**src/rtl/gates_pkg.sv**
```systemverilog
// Shared definitions for the pipelined bitwise-gates block: the function code enum,
// the S1 flag bundle and the single-bit function evaluator.
package gates_pkg;

  typedef enum logic [2:0] {
    OP_AND  = 3'd0,
    OP_OR   = 3'd1,
    OP_NAND = 3'd2,
    OP_NOR  = 3'd3,
    OP_XOR  = 3'd4,
    OP_XNOR = 3'd5,
    OP_NOTA = 3'd6,
    OP_NOTB = 3'd7
  } op_e;

  typedef struct packed {
    op_e  op;
    logic acc;
    logic last;
  } s1_flags_t;

  localparam int S1_FLAGS_W = $bits(s1_flags_t);

  // One bit of the selected function; callers replicate it across their own width.
  function automatic logic gates_f(input op_e op, input logic a, input logic b);
    logic r;
    r = 1'b0;
    case (op)
      OP_AND:  r = a & b;
      OP_OR:   r = a | b;
      OP_NAND: r = ~(a & b);
      OP_NOR:  r = ~(a | b);
      OP_XOR:  r = a ^ b;
      OP_XNOR: r = ~(a ^ b);
      OP_NOTA: r = ~a;
      OP_NOTB: r = ~b;
      default: r = 1'b0;
    endcase
    return r;
  endfunction

endpackage

```
**src/rtl/gates_pipe_stage.sv**
```systemverilog
// Generic valid/ready register slice: one entry, full-throughput, ready looks only
// at its own occupancy and the downstream ready.
module gates_pipe_stage #(
  parameter int DW = 8
) (
  input  logic          clk_i,
  input  logic          rst_ni,
  input  logic          valid_i,
  input  logic [DW-1:0] data_i,
  output logic          ready_o,
  output logic          valid_o,
  output logic [DW-1:0] data_o,
  input  logic          ready_i
);

  logic          valid_q, valid_d;
  logic [DW-1:0] data_q, data_d;

  assign ready_o = !valid_q || ready_i;
  assign valid_o = valid_q;
  assign data_o  = data_q;

  always_comb begin
    valid_d = valid_q;
    data_d  = data_q;
    if (ready_o) begin
      // Draining with nothing new arriving empties the slot.
      valid_d = valid_i;
      if (valid_i) begin
        data_d = data_i;
      end
    end
  end

  always_ff @(posedge clk_i or negedge rst_ni) begin
    if (!rst_ni) begin
      valid_q <= 1'b0;
      data_q  <= '0;
    end else begin
      valid_q <= valid_d;
      data_q  <= data_d;
    end
  end

endmodule

```
**src/rtl/gates_pipe.sv**
```systemverilog
// Two-stage pipelined bitwise gate array with accumulate chaining across a burst
// and a saturating delivered-beat counter.
module gates_pipe
  import gates_pkg::*;
#(
  parameter int WIDTH = 8,
  parameter int CNT_W = 16
) (
  input  logic             clk_in,
  input  logic             rst_n_in,
  input  logic [WIDTH-1:0] a_in,
  input  logic [WIDTH-1:0] b_in,
  input  logic [2:0]       op_in,
  input  logic             acc_in,
  input  logic             last_in,
  input  logic             valid_in,
  output logic             ready_out,
  output logic [WIDTH-1:0] z_out,
  output logic             last_out,
  output logic             valid_out,
  input  logic             ready_in,
  output logic [CNT_W-1:0] count_out
);

  localparam int S1_W = 2 * WIDTH + S1_FLAGS_W;

  s1_flags_t        flags_in;
  logic [S1_W-1:0]  s1_data_in;
  logic [S1_W-1:0]  s1_data;
  logic             s1_valid;
  logic [WIDTH-1:0] s1_a, s1_b;
  s1_flags_t        s1_flags;

  logic             s2_adv;
  logic             s2_load;
  logic [WIDTH-1:0] op_a;
  logic [WIDTH-1:0] result;

  logic [WIDTH-1:0] acc_q, acc_d;
  logic [CNT_W-1:0] count_q, count_d;

  assign flags_in   = '{op: op_e'(op_in), acc: acc_in, last: last_in};
  assign s1_data_in = {a_in, b_in, flags_in};

  gates_pipe_stage #(.DW(S1_W)) u_s1 (
    .clk_i   (clk_in),
    .rst_ni  (rst_n_in),
    .valid_i (valid_in),
    .data_i  (s1_data_in),
    .ready_o (ready_out),
    .valid_o (s1_valid),
    .data_o  (s1_data),
    .ready_i (s2_adv)
  );

  assign {s1_a, s1_b, s1_flags} = s1_data;

  // The accumulator is read here and rewritten on the same edge that loads S2,
  // so consecutive accumulate beats always see the previous beat's result.
  assign op_a = s1_flags.acc ? acc_q : s1_a;

  for (genvar gi = 0; gi < WIDTH; gi++) begin : g_bit
    assign result[gi] = gates_f(s1_flags.op, op_a[gi], s1_b[gi]);
  end

  gates_pipe_stage #(.DW(WIDTH + 1)) u_s2 (
    .clk_i   (clk_in),
    .rst_ni  (rst_n_in),
    .valid_i (s1_valid),
    .data_i  ({result, s1_flags.last}),
    .ready_o (s2_adv),
    .valid_o (valid_out),
    .data_o  ({z_out, last_out}),
    .ready_i (ready_in)
  );

  assign s2_load = s1_valid && s2_adv;

  always_comb begin
    acc_d = acc_q;
    if (s2_load) begin
      acc_d = s1_flags.last ? '0 : result;
    end
  end

  always_comb begin
    count_d = count_q;
    if (valid_out && ready_in && (count_q != '1)) begin
      count_d = count_q + CNT_W'(1);
    end
  end

  always_ff @(posedge clk_in or negedge rst_n_in) begin
    if (!rst_n_in) begin
      acc_q   <= '0;
      count_q <= '0;
    end else begin
      acc_q   <= acc_d;
      count_q <= count_d;
    end
  end

  assign count_out = count_q;

endmodule

```
**config.mk**
```make
export PLATFORM = sky130hd
export DESIGN_NAME = gates_pipe
export DESIGN_NICKNAME = d
export VERILOG_FILES = /design/src/rtl/gates_pkg.sv /design/src/rtl/gates_pipe_stage.sv /design/src/rtl/gates_pipe.sv
export SDC_FILE = /design/constraint.sdc
export NUM_CORES = 1
export LEC_CHECK = 0
export ABC_AREA = 1
export ABC_CLOCK_PERIOD_IN_PS = 2390
export BUFFER_PORTS_ARGS = -buffer_cell sky130_fd_sc_hd__buf_2
export CORE_MARGIN = 5
export CORE_UTILIZATION = 58
export DETAILED_ROUTE_END_ITERATION = 10
export PLACE_DENSITY = 0.81
export REMOVE_ABC_BUFFERS = 1
export SYNTH_ARGS = -nofsm -noshare
export SYNTH_HDL_FRONTEND = slang
export SYNTH_HIERARCHICAL = 1
export SYNTH_SLANG_ARGS = --single-unit
```
**constraint.sdc**
```tcl
create_clock -name clk_in -period 2.39 [get_ports clk_in]
set_clock_uncertainty 0.1 [all_clocks]
set_input_delay 0.239 -clock clk_in [delete_from_list [all_inputs] [get_ports clk_in]]
set_output_delay 0.239 -clock clk_in [all_outputs]
set_load 0.1 [all_outputs]
```
After elaboration in Yosys (flattened, before gate mapping)
Cells that the tools add are included.

word-level totals
  bits in registers = 56
  input port bits = 25
  output and inout port bits = 27

cells by class
  bitwise operators = 64
  add/sub/neg operators = 1
  equal/unequal tests = 8
  reduce and logical (&&, ||, !) cells = 10
  mux-type cells = 10

operator list
  operator                                        count
  one-hot mux 1 bit (8 select lines)              8
  inverter 1 bit                                  40
  adder 16 x 1 -> 16 bit (second input constant)  1
  2-to-1 mux 8 bit                                2
  != test 16 bit (second input constant)          1
  == test 3 bit (second input constant)           4
  bitwise AND 1 bit                               8
  OR 1 bit                                        8
  XOR 1 bit                                       8
  == test 3 x 2 -> 1 bit (second input constant)  2
  AND reduction 2 bit                             2
  == test 3 x 1 -> 1 bit (second input constant)  1
  logical AND 1 bit                               3
  logical NOT 3 bit                               1
  logical NOT 1 bit                               2
  logical OR 1 bit                                2

Depth between registers and ports, before layout
Gate-level depths: netlist (run 1).

  word-level depth = 5
  mapped depth = 13
  mapped depth without buffers = 12

Hierarchy
The synthesis (run 1) kept the hierarchy.

by module, submodules not included
  module                   times used  cells an instance  area an instance (um2)  sequential area each (um2)
  gates_pipe               1           386                2372.3                  600.6
  gates_pipe_stage (u_s1)  1           95                 880.8                   550.5
  gates_pipe_stage (u_s2)  1           43                 464.2                   250.2

Worst setup path after synthesis (run 1)
No wires, ideal clock.

  kind = flip-flop to flip-flop
  start = register count_q[0], in the netlist count_out[0]
  end = register count_q[6], in the netlist count_out[6]
  setup slack = -0.069 ns
  required time = 2.169 ns
  arrival = 2.239 ns
  cell stages (with the launch flop) = 10
  setup time = 0.121 ns
  cell sequence = dfrtp_1 > ha_1 > nand3_2 > nor2_4 > nand3_4 > nor2_1 > nor2_1 > buf_6 > nand2_1 > nand2_1

between the ends
  longest elaborated chain between the ends = 2
  elaborated cells between the ends (all ways) = 3
  those cells by class = add/sub (1); eq/ne (1); reduce/logical (1)

RTL lines
  item                                                            RTL line          RTL
  start, declared                                                 gates_pipe.sv:40  logic [CNT_W-1:0] count_q, count_d;
  start signal, assigned                                          gates_pipe.sv:99  count_q <= count_d;
  branches (longest 2 deep; another with adder 16 x 1 -> 16 bit)  --

Parallel ways; which one is timed is not known.
A chain may end at the register's enable or synchronous reset.

Worst setup path after layout (run 1)
  start = register u_s1.data_q[1], in the netlist u_s1/data_o[1]
  end = register acc_q[0]

between the ends
  longest elaborated chain between the ends = 5
  elaborated cells between the ends (all ways) = 10
  those cells by class = mux (3); bitwise (7)

RTL lines
  item                                      RTL line                                           RTL
  start, declared                           gates_pipe_stage.sv:17                             logic [DW-1:0] data_q, data_d;
  start signal, assigned                    gates_pipe_stage.sv:41                             data_q <= data_d;
  2-to-1 mux 8 bit *                        gates_pipe.sv:60                                   assign op_a = s1_flags.acc ? acc_q : s1_a;
  XOR 1 bit (tied with other cells)         gates_pkg.sv:33, gates_pkg.sv:34
  inverter 1 bit, on equally long branches  gates_pkg.sv:34, gates_pkg.sv:31, gates_pkg.sv:32
  one-hot mux 1 bit (8 select lines) *      gates_pkg.sv:28                                    case (op)
  named net result[0]                       gates_pipe.sv:37                                   logic [WIDTH-1:0] result;
  2-to-1 mux 8 bit *                        gates_pipe.sv:82                                   acc_d = s1_flags.last ? '0 : result;
  end signal, assigned                      gates_pipe.sv:95                                   acc_q <= '0;
  end signal, assigned                      gates_pipe.sv:98                                   acc_q <= acc_d;
  end, declared                             gates_pipe.sv:39                                   logic [WIDTH-1:0] acc_q, acc_d;

The timed path passes the listed nets; every way through them passes the cells marked *.

==> results of run 1 <==
[kinds of logic (layout without fill, tap and decap cells)]
kind of cell | count (synthesis) | in the layout | share of synthesized area
adders and majority gates | 17 | 17 | 0.0572
AOI/OAI and AO/OA | 4 | 4 | 0.00909
and+or+nand+nor | 369 | 369 | 0.447
xor gates and xnor gates | 8 | 8 | 0.0188
DFF | 56 | 56 | 0.377
buffers and inverters | 70 | 120 | 0.0909
[worst max-delay path, delay by kind of cell, from the launching register on]
kind | cells | cell delay, ns
simple gates | 8 | 0.78
fa+ha+maj | 1 | 0.31
buf+inv | 2 | 0.19
flops | 1 | 0.58
[flip-flops by register name, indices dropped and copies added (netlist names)]
register,count
u_s2/valid_o,1
u_s1/valid_o,1
u_s1/data_o,21
count_out,16
u_s2/data_o,9
acc_q,8
[power by group through the flow]
stage	registers (uW)	clock network, uW	logic, uW
finish	1380	638	1980
global route	1420	682	2140
CTS	1380	647	1980
detailed placement	1400	0	1970
global placement	1390	0	1940
floorplan	2190	0	714
[routing by layer]
metal	share of wire	GRT usage
met2	0.45	0.361
met4	0.012	0.0459
met3	0.072	0.0334
met5	0	0
met1	0.46	0.326
[stage by stage]
stage,setup TNS [ns],cells
4_1_cts,0,651
5_1_grt,0,651
3_5_place_dp,0,642
3_3_place_gp,0,642
2_1_floorplan,-4.39,503
6_report,0,651
[final cells by class]
cell class / count / area, um^2 / area share
Timing Repair Buffer: 63 / 348 / 0.0844
Clock inverter: 2 / 38.8 / 0.00941
Inverter: 49 / 184 / 0.0446
Clock buffer: 6 / 72.6 / 0.0176
Tap cell: 77 / 96.3 / 0.0234
Multi-Input combinational cell: 398 / 1980 / 0.481
Sequential cell: 56 / 1400 / 0.340
[what timing repair did]
action	in CTS	in global routing
gates resized for setup	0	1
endpoints found under the setup margin	0	1
hold buffers	1	0
endpoints found under the hold margin	40	0
[synth_stat cells, types with 2 or more instances]
cell      count  area share
nor3_1        2      0.0027
nand3b_1      7       0.014
xor2_1        4      0.0094
nor2_2        2      0.0034
o21ai_0       3      0.0040
xnor2_1       4      0.0094
nor3_2        2      0.0054
nor2_4        2      0.0061
inv_2         5      0.0050
nand2_4       2      0.0061
buf_4         2      0.0040
nand4_1      20       0.034
nand2_1     221        0.22
buf_6         5       0.015
ha_1         17       0.057
dfrtp_1      56        0.38
nor2_1       40       0.040
inv_1        44       0.044
nand3_2       9       0.024
nand2_2       2      0.0034
buf_2        11       0.015
buf_1         2      0.0020
nand3_1      58       0.078
[worst paths after layout]
path | startpoint | slack, ns | cells past startpoint | end
worst max-delay path | u_s1/data_o[1] | 0.33 | 11 | acc_q[0]
worst min-delay path | b_in[2] | 0.05 | 3 | u_s1/data_o[7]
worst max register to register | u_s1/data_o[1] | 0.33 | 11 | acc_q[0]
worst min register to register | u_s2/data_o[2] | 0.37 | 2 | u_s2/data_o[2]
max in group asynchronous | rst_n_in | 1.22 | 3 | count_out[0]
min in group asynchronous | rst_n_in | 0.48 | 3 | u_s1/data_o[12]
==> key figures, run 1 <==
Final layout
  • Final nets: 615
  • Ant. Diodes: 0
  • Filler cells: 583
  • Area Overhead vs Synth: 10.9%
  • Finished Core Util: 0.657
  • Ratio of cells with drive above 1 in the final layout: 0.169
  • Most frequent cells in the layout: nand2_1, nand3_1, dfrtp_1
  • Commonest non-fill, non-tap cell in the layout: nand2_1
  • Design Area, Final: 4120 um^2

STA
  • RSZ-0062 raised after global routing: no
  • Endpoints failing hold: 0
  • PnR worst setup slack: between 0.3 and 0.4 ns
  • Slew Limit Fails: 0
  • Max Fclk: between 0.4 and 0.5 GHz
  • Final setup vio count: 0
  • Final cycle utilization of the critical path: 0.860
  • Crit path time final: 2.06 ns
  • Worst Tran Pin Value: between 0.7 and 0.8 ns
  • Hold Slack: 0.0453 ns
  • Slew HR: 0.516

Routing
  • Final WL: 9080 um
  • Total number of vias: roughly 3500
  • DR pass1 iterations: 4
  • Mean routed wirelength per cell: 14.0 um
  • DR vias/cell: 5.45
  • Iter 0 DRT Violations: 250
  • Routed Antenna Nets: 0
  • # DRC: 0

Critical path
  • Worst Path Max Fanout: 10
  • CP Class: reg -> reg
  • Worst Path Required: 2.50 ns
  • Sequence of cells on the critical path: inv_2, nand2_1, nand2_1, ha_1, inv_1, nand3_1, nand2_1, nor2_1, nand3_1, nand2_1, nand2_1
  • Crit path capture type: flip-flop
  • Slowest stage delay, CP: slightly below 0.6 ns
  • CP most frequent cell: nand2_1
  • Arrival @ worst endpoint: about 2.2 ns
  • Critical Path Slowest Stage Cell: dfrtp_1
  • Critical Path Start Type: flip-flop

Logic synthesis
  • Commonest register cell after synthesis: dfrtp_1
  • FF+latch count, synth: 56
  • Number of enable flip-flop cells after synthesis: 0
  • Post-Syn Instances: 524
  • Post-synth ARST share: 1.00
  • Synth Warn #: 6
  • Mapped Area: 3720 um^2
  • Post-synthesis sequential area ratio: 0.377
  • Avg Cell Area, Syn: 7.09 um^2
  • Count of different cell masters after synthesis: 27

Clocking
  • CTS sink cnt: 56
  • CTS tree: done
  • Max clock buf depth: 2
  • Num CTS Buffers: 5
  • # Post-CTS Setup Buffers: 0
  • Clock root buffer: clkbuf_8
  • Clock-pin slew on the worst setup and hold paths: 0.10 ns
  • CTS H-tree depth: 2
  • Skew-Pair Late Insertion Delay: 0.32 ns

Pwr
  • Pwr/cell area: 971 nW/um^2
  • Comb power frac: 0.494
  • Sequential power share: 0.346
  • VDD IR max: 0.00102 V
  • Overall power: 4000 uW
  • Internal power: between 1500 and 2000 uW
  • Switching part of the total: 0.518
  • Clk pwr share: 0.159
  • Lkg Pwr: 0.00230 uW
  • Switch Pwr: slightly above 2000 uW

Min path
  • Worst hold path type: in -> reg

Place
  • Port bufs: 51
  • Placement Cell Area: 4000 um^2
  • Final GP Congestion: 0.829
  • Pre-CTS setup slack: 0.221 ns
  • Dpl hpwl: 6610 um

Floorplanning
  • Die extent in y: 90.1 um
  • Row count: 29
  • Die X: 90.1 um
  • DIE AREA: 8110 um^2
  • Io pins: 52
  • Core area: 6280 um^2
  • Initial Utilization: 0.592

GRT
  • Initial antenna violation count: 0
  • Total gr overflow: 0
  • Global Route Usage Sum: 0.226
  • First-pass GRT wire length: about 16000 um
  • Largest net degree at the start of global routing: 57
  • Vias in the first global route: 3368

Run
  • # Max-Cap Violations: 0

Outcome
  • Status: finished, final reports clean
No activity file was read; power rests on OpenSTA's default activity.
==> run 2: changes to the inputs <==
--- a/config.mk
+++ b/config.mk
@@ -6,12 +6,12 @@
 export NUM_CORES = 1
 export LEC_CHECK = 0
 export ABC_AREA = 1
-export ABC_CLOCK_PERIOD_IN_PS = 2390
+export ABC_CLOCK_PERIOD_IN_PS = 1700
 export BUFFER_PORTS_ARGS = -buffer_cell sky130_fd_sc_hd__buf_2
 export CORE_MARGIN = 5
-export CORE_UTILIZATION = 58
+export CORE_UTILIZATION = 52
 export DETAILED_ROUTE_END_ITERATION = 10
-export PLACE_DENSITY = 0.81
+export PLACE_DENSITY = 0.76
 export REMOVE_ABC_BUFFERS = 1
 export SYNTH_ARGS = -nofsm -noshare
 export SYNTH_HDL_FRONTEND = slang
==> constraint.sdc (replaced) <==
create_clock -name clk_in -period 1.7 [get_ports clk_in]
set_clock_uncertainty 0.1 [all_clocks]
set_input_delay 0.17 -clock clk_in [delete_from_list [all_inputs] [get_ports clk_in]]
set_output_delay 0.17 -clock clk_in [all_outputs]
set_load 0.1 [all_outputs]
==> run 2 against run 1 <==
Against the previous run: the flow now finishes with violations (negative hold slack, negative setup slack); critical path depth increased by 1; clock power up 43%; routed wire length grew 17%; via count increased by 10%.
==> key figures, run 2 (synthesis results as in run 1) <==
GRT
  • Global Route Usage Sum: 0.241 (was 0.226)
  • Initial antenna violation count: 0 (unchanged)
  • Total gr overflow: 0 (unchanged)
  • Vias in the first global route: 3764 (was 3368)
  • Largest net degree at the start of global routing: 23 (was 57)
  • First-pass GRT wire length: 17300 um (was 15600 um)

Floorplanning
  • Die extent in y: 94.6 um (was 90.1 um)
  • Core area: 6870 um^2 (was 6280 um^2)
  • Row count: 30 (was 29)
  • Io pins: 52 (unchanged)
  • DIE AREA: 8940 um^2 (was 8110 um^2)
  • Initial Utilization: 0.541 (was 0.592)
  • Die X: 94.6 um (was 90.1 um)

STA
  • Final cycle utilization of the critical path: 1.07 (was 0.860)
  • Hold Slack: -0.00840 ns (was 0.0453 ns)
  • PnR worst setup slack: -0.111 ns (was 0.335 ns)
  • Final setup vio count: 16 (was 0)
  • Slew HR: 0.598 (was 0.516)
  • Max Fclk: 0.552 GHz (was 0.487 GHz)
  • Endpoints failing hold: 3 (was 0)
  • Final setup TNS: -1.00 ns (was 0 ns)
  • RSZ-0062 raised after global routing: yes (was no)
  • Crit path time final: 1.81 ns (was 2.06 ns)
  • Worst Tran Pin Value: 0.600 ns (was 0.726 ns)
  • Slew Limit Fails: 0 (unchanged)

Routing
  • Mean routed wirelength per cell: 14.6 um (was 14.0 um)
  • Total number of vias: 3905 (was 3547)
  • # DRC: 0 (unchanged)
  • DR pass1 iterations: 5 (was 4)
  • Final WL: 10600 um (was 9080 um)
  • DR vias/cell: 5.36 (was 5.45)
  • Iter 0 DRT Violations: 210 (was 250)
  • Routed Antenna Nets: 0 (unchanged)

Clocking
  • Clock root buffer: clkbuf_8 (unchanged)
  • Clock-pin slew on the worst setup and hold paths: 0.10 ns (about the same)
  • Num CTS Buffers: 5 (unchanged)
  • CTS sink cnt: 56 (unchanged)
  • CTS tree: done (unchanged)
  • CTS H-tree depth: 2 (unchanged)
  • Skew-Pair Late Insertion Delay: 0.31 ns (was 0.32 ns)
  • Max clock buf depth: 2 (unchanged)

Place
  • Pre-CTS setup slack: -0.275 ns (was 0.221 ns)
  • Port bufs: 51 (unchanged)
  • Final GP Congestion: 0.919 (was 0.829)
  • Dpl hpwl: 7130 um (was 6610 um)

Final layout
  • Commonest non-fill, non-tap cell in the layout: nand2_1 (unchanged)
  • Ant. Diodes: 0 (unchanged)
  • Area Overhead vs Synth: 34.8% (was 10.9%)
  • Finished Core Util: 0.729 (was 0.657)
  • Ratio of cells with drive above 1 in the final layout: 0.339 (was 0.169)
  • Most frequent cells in the layout: nand2_1, dfrtp_1, buf_2 (was nand2_1, nand3_1, dfrtp_1)
  • Final nets: 673 (was 615)
  • Max reg flops: 21 (unchanged)
  • Filler cells: 509 (was 583)

Pwr
  • Switching part of the total: 0.508 (was 0.518)
  • Clk pwr share: 0.144 (was 0.159)
  • Pwr/cell area: 1270 nW/um^2 (was 971 nW/um^2)
  • VDD IR max: 0.000570 V (was 0.00102 V)
  • Internal power: 3120 uW (was 1930 uW)
  • Comb power frac: 0.561 (was 0.494)
  • Switch Pwr: 3230 uW (was 2070 uW)
  • Sequential power share: 0.296 (was 0.346)
  • Lkg Pwr: 0.00266 uW (was 0.00230 uW)

Critical path
  • CP Class: reg -> reg (unchanged)
  • Crit path capture type: flip-flop (unchanged)
  • Arrival @ worst endpoint: 1.92 ns (was 2.16 ns)
  • Worst Path Required: 1.81 ns (was 2.50 ns)
  • Worst Path Max Fanout: 7 (was 10)
  • Critical Path Start Type: flip-flop (unchanged)

Run
  • # Max-Cap Violations: 0 (unchanged)

Min path
  • Worst hold path type: in -> reg (unchanged)

Outcome
  • Violated checks: negative hold slack, negative setup slack
  • Status: finished, violations left (was finished, final reports clean)
==> run 2: cell types whose count changed in the layout (fill, tap and decap cells not counted), moves of 12 or more <==
cell,change
nand3_2,+15
inv_1,-13
inv_2,+12
nand2_2,+19
nand2_1,-22
buf_4,+38
nand3_1,-15
dlygate4sd3_1,+13
ha_1,-12
==> run 2: through the flow <==
step | instances | total power [uW] | cell area (um^2)
after global placement | 699 | 4860 | 4350
after CTS | 724 | 6110 | 4850
after global routing | 728 | 6700 | 5010
after detailed placement | 699 | 4940 | 4350
final | 728 | 6350 | 5010
after floorplan | 503 | 4080 | 3560
==> run 2: layer usage <==
metal  track usage  wire length, um
met1         0.329             4550
met2         0.403             5250
met3        0.0327              598
met4        0.0649              206
met5             0                0
==> run 2: worst max-delay path, stage by stage (launching register included) <==
cell and delay, ns:
dfrtp_2 0.44, buf_6 0.16, nand2_2 0.06, nand2_2 0.09, buf_6 0.11, ha_4 0.11
inv_1 0.05, nand3_2 0.07, nand2_1 0.08, nor2_2 0.15, nand3_2 0.14, nand2_1 0.09
nand2_1 0.06
==> run 2: final timing paths <==
kind / from / end / slack, ns / depth (start not counted)
min: op_in[0] / u_s1/data_o[2] / -0.008 / 3
max in group asynchronous: rst_n_in / u_s1/data_o[1] / 0.75 / 3
max: u_s1/data_o[1] / acc_q[6] / -0.11 / 12
min reg2reg: u_s2/data_o[8] / u_s2/data_o[8] / 0.38 / 2
min in group asynchronous: rst_n_in / u_s2/data_o[1] / 0.25 / 2
max reg2reg: u_s1/data_o[1] / acc_q[6] / -0.11 / 12
==> run 2: power by group through the flow <==
| stage | sequential [uW] | combinational, uW | clock [uW] |
|---|---|---|---|
| finish | 1880 | 3560 | 912 |
| global route | 1910 | 3830 | 961 |
| CTS | 1850 | 3350 | 909 |
| detailed placement | 1860 | 3080 | 0 |
| global placement | 1850 | 3010 | 0 |
| floorplan | 3080 | 1000 | 0 |
==> run 2: timing repair <==
action / 4_1_cts / 5_1_grt
endpoints found under the setup margin: 31 / 31
pin swaps: 46 / 24
hold buffers: 14 / 0
hold endpoints to repair: 30 / 0
gates resized for setup: 56 / 35
setup buffers: 3 / 5
==> run 2: cell type report <==
class	count	area (um^2)	share of cell area
clock buffer	6	72.6	0.0145
timing repair buffer	121	875	0.175
sequential	56	1400	0.280
clock inverter	2	38.8	0.00774
multi-input combinational	398	2310	0.462
tap	96	120	0.0240
inverter	49	189	0.0377
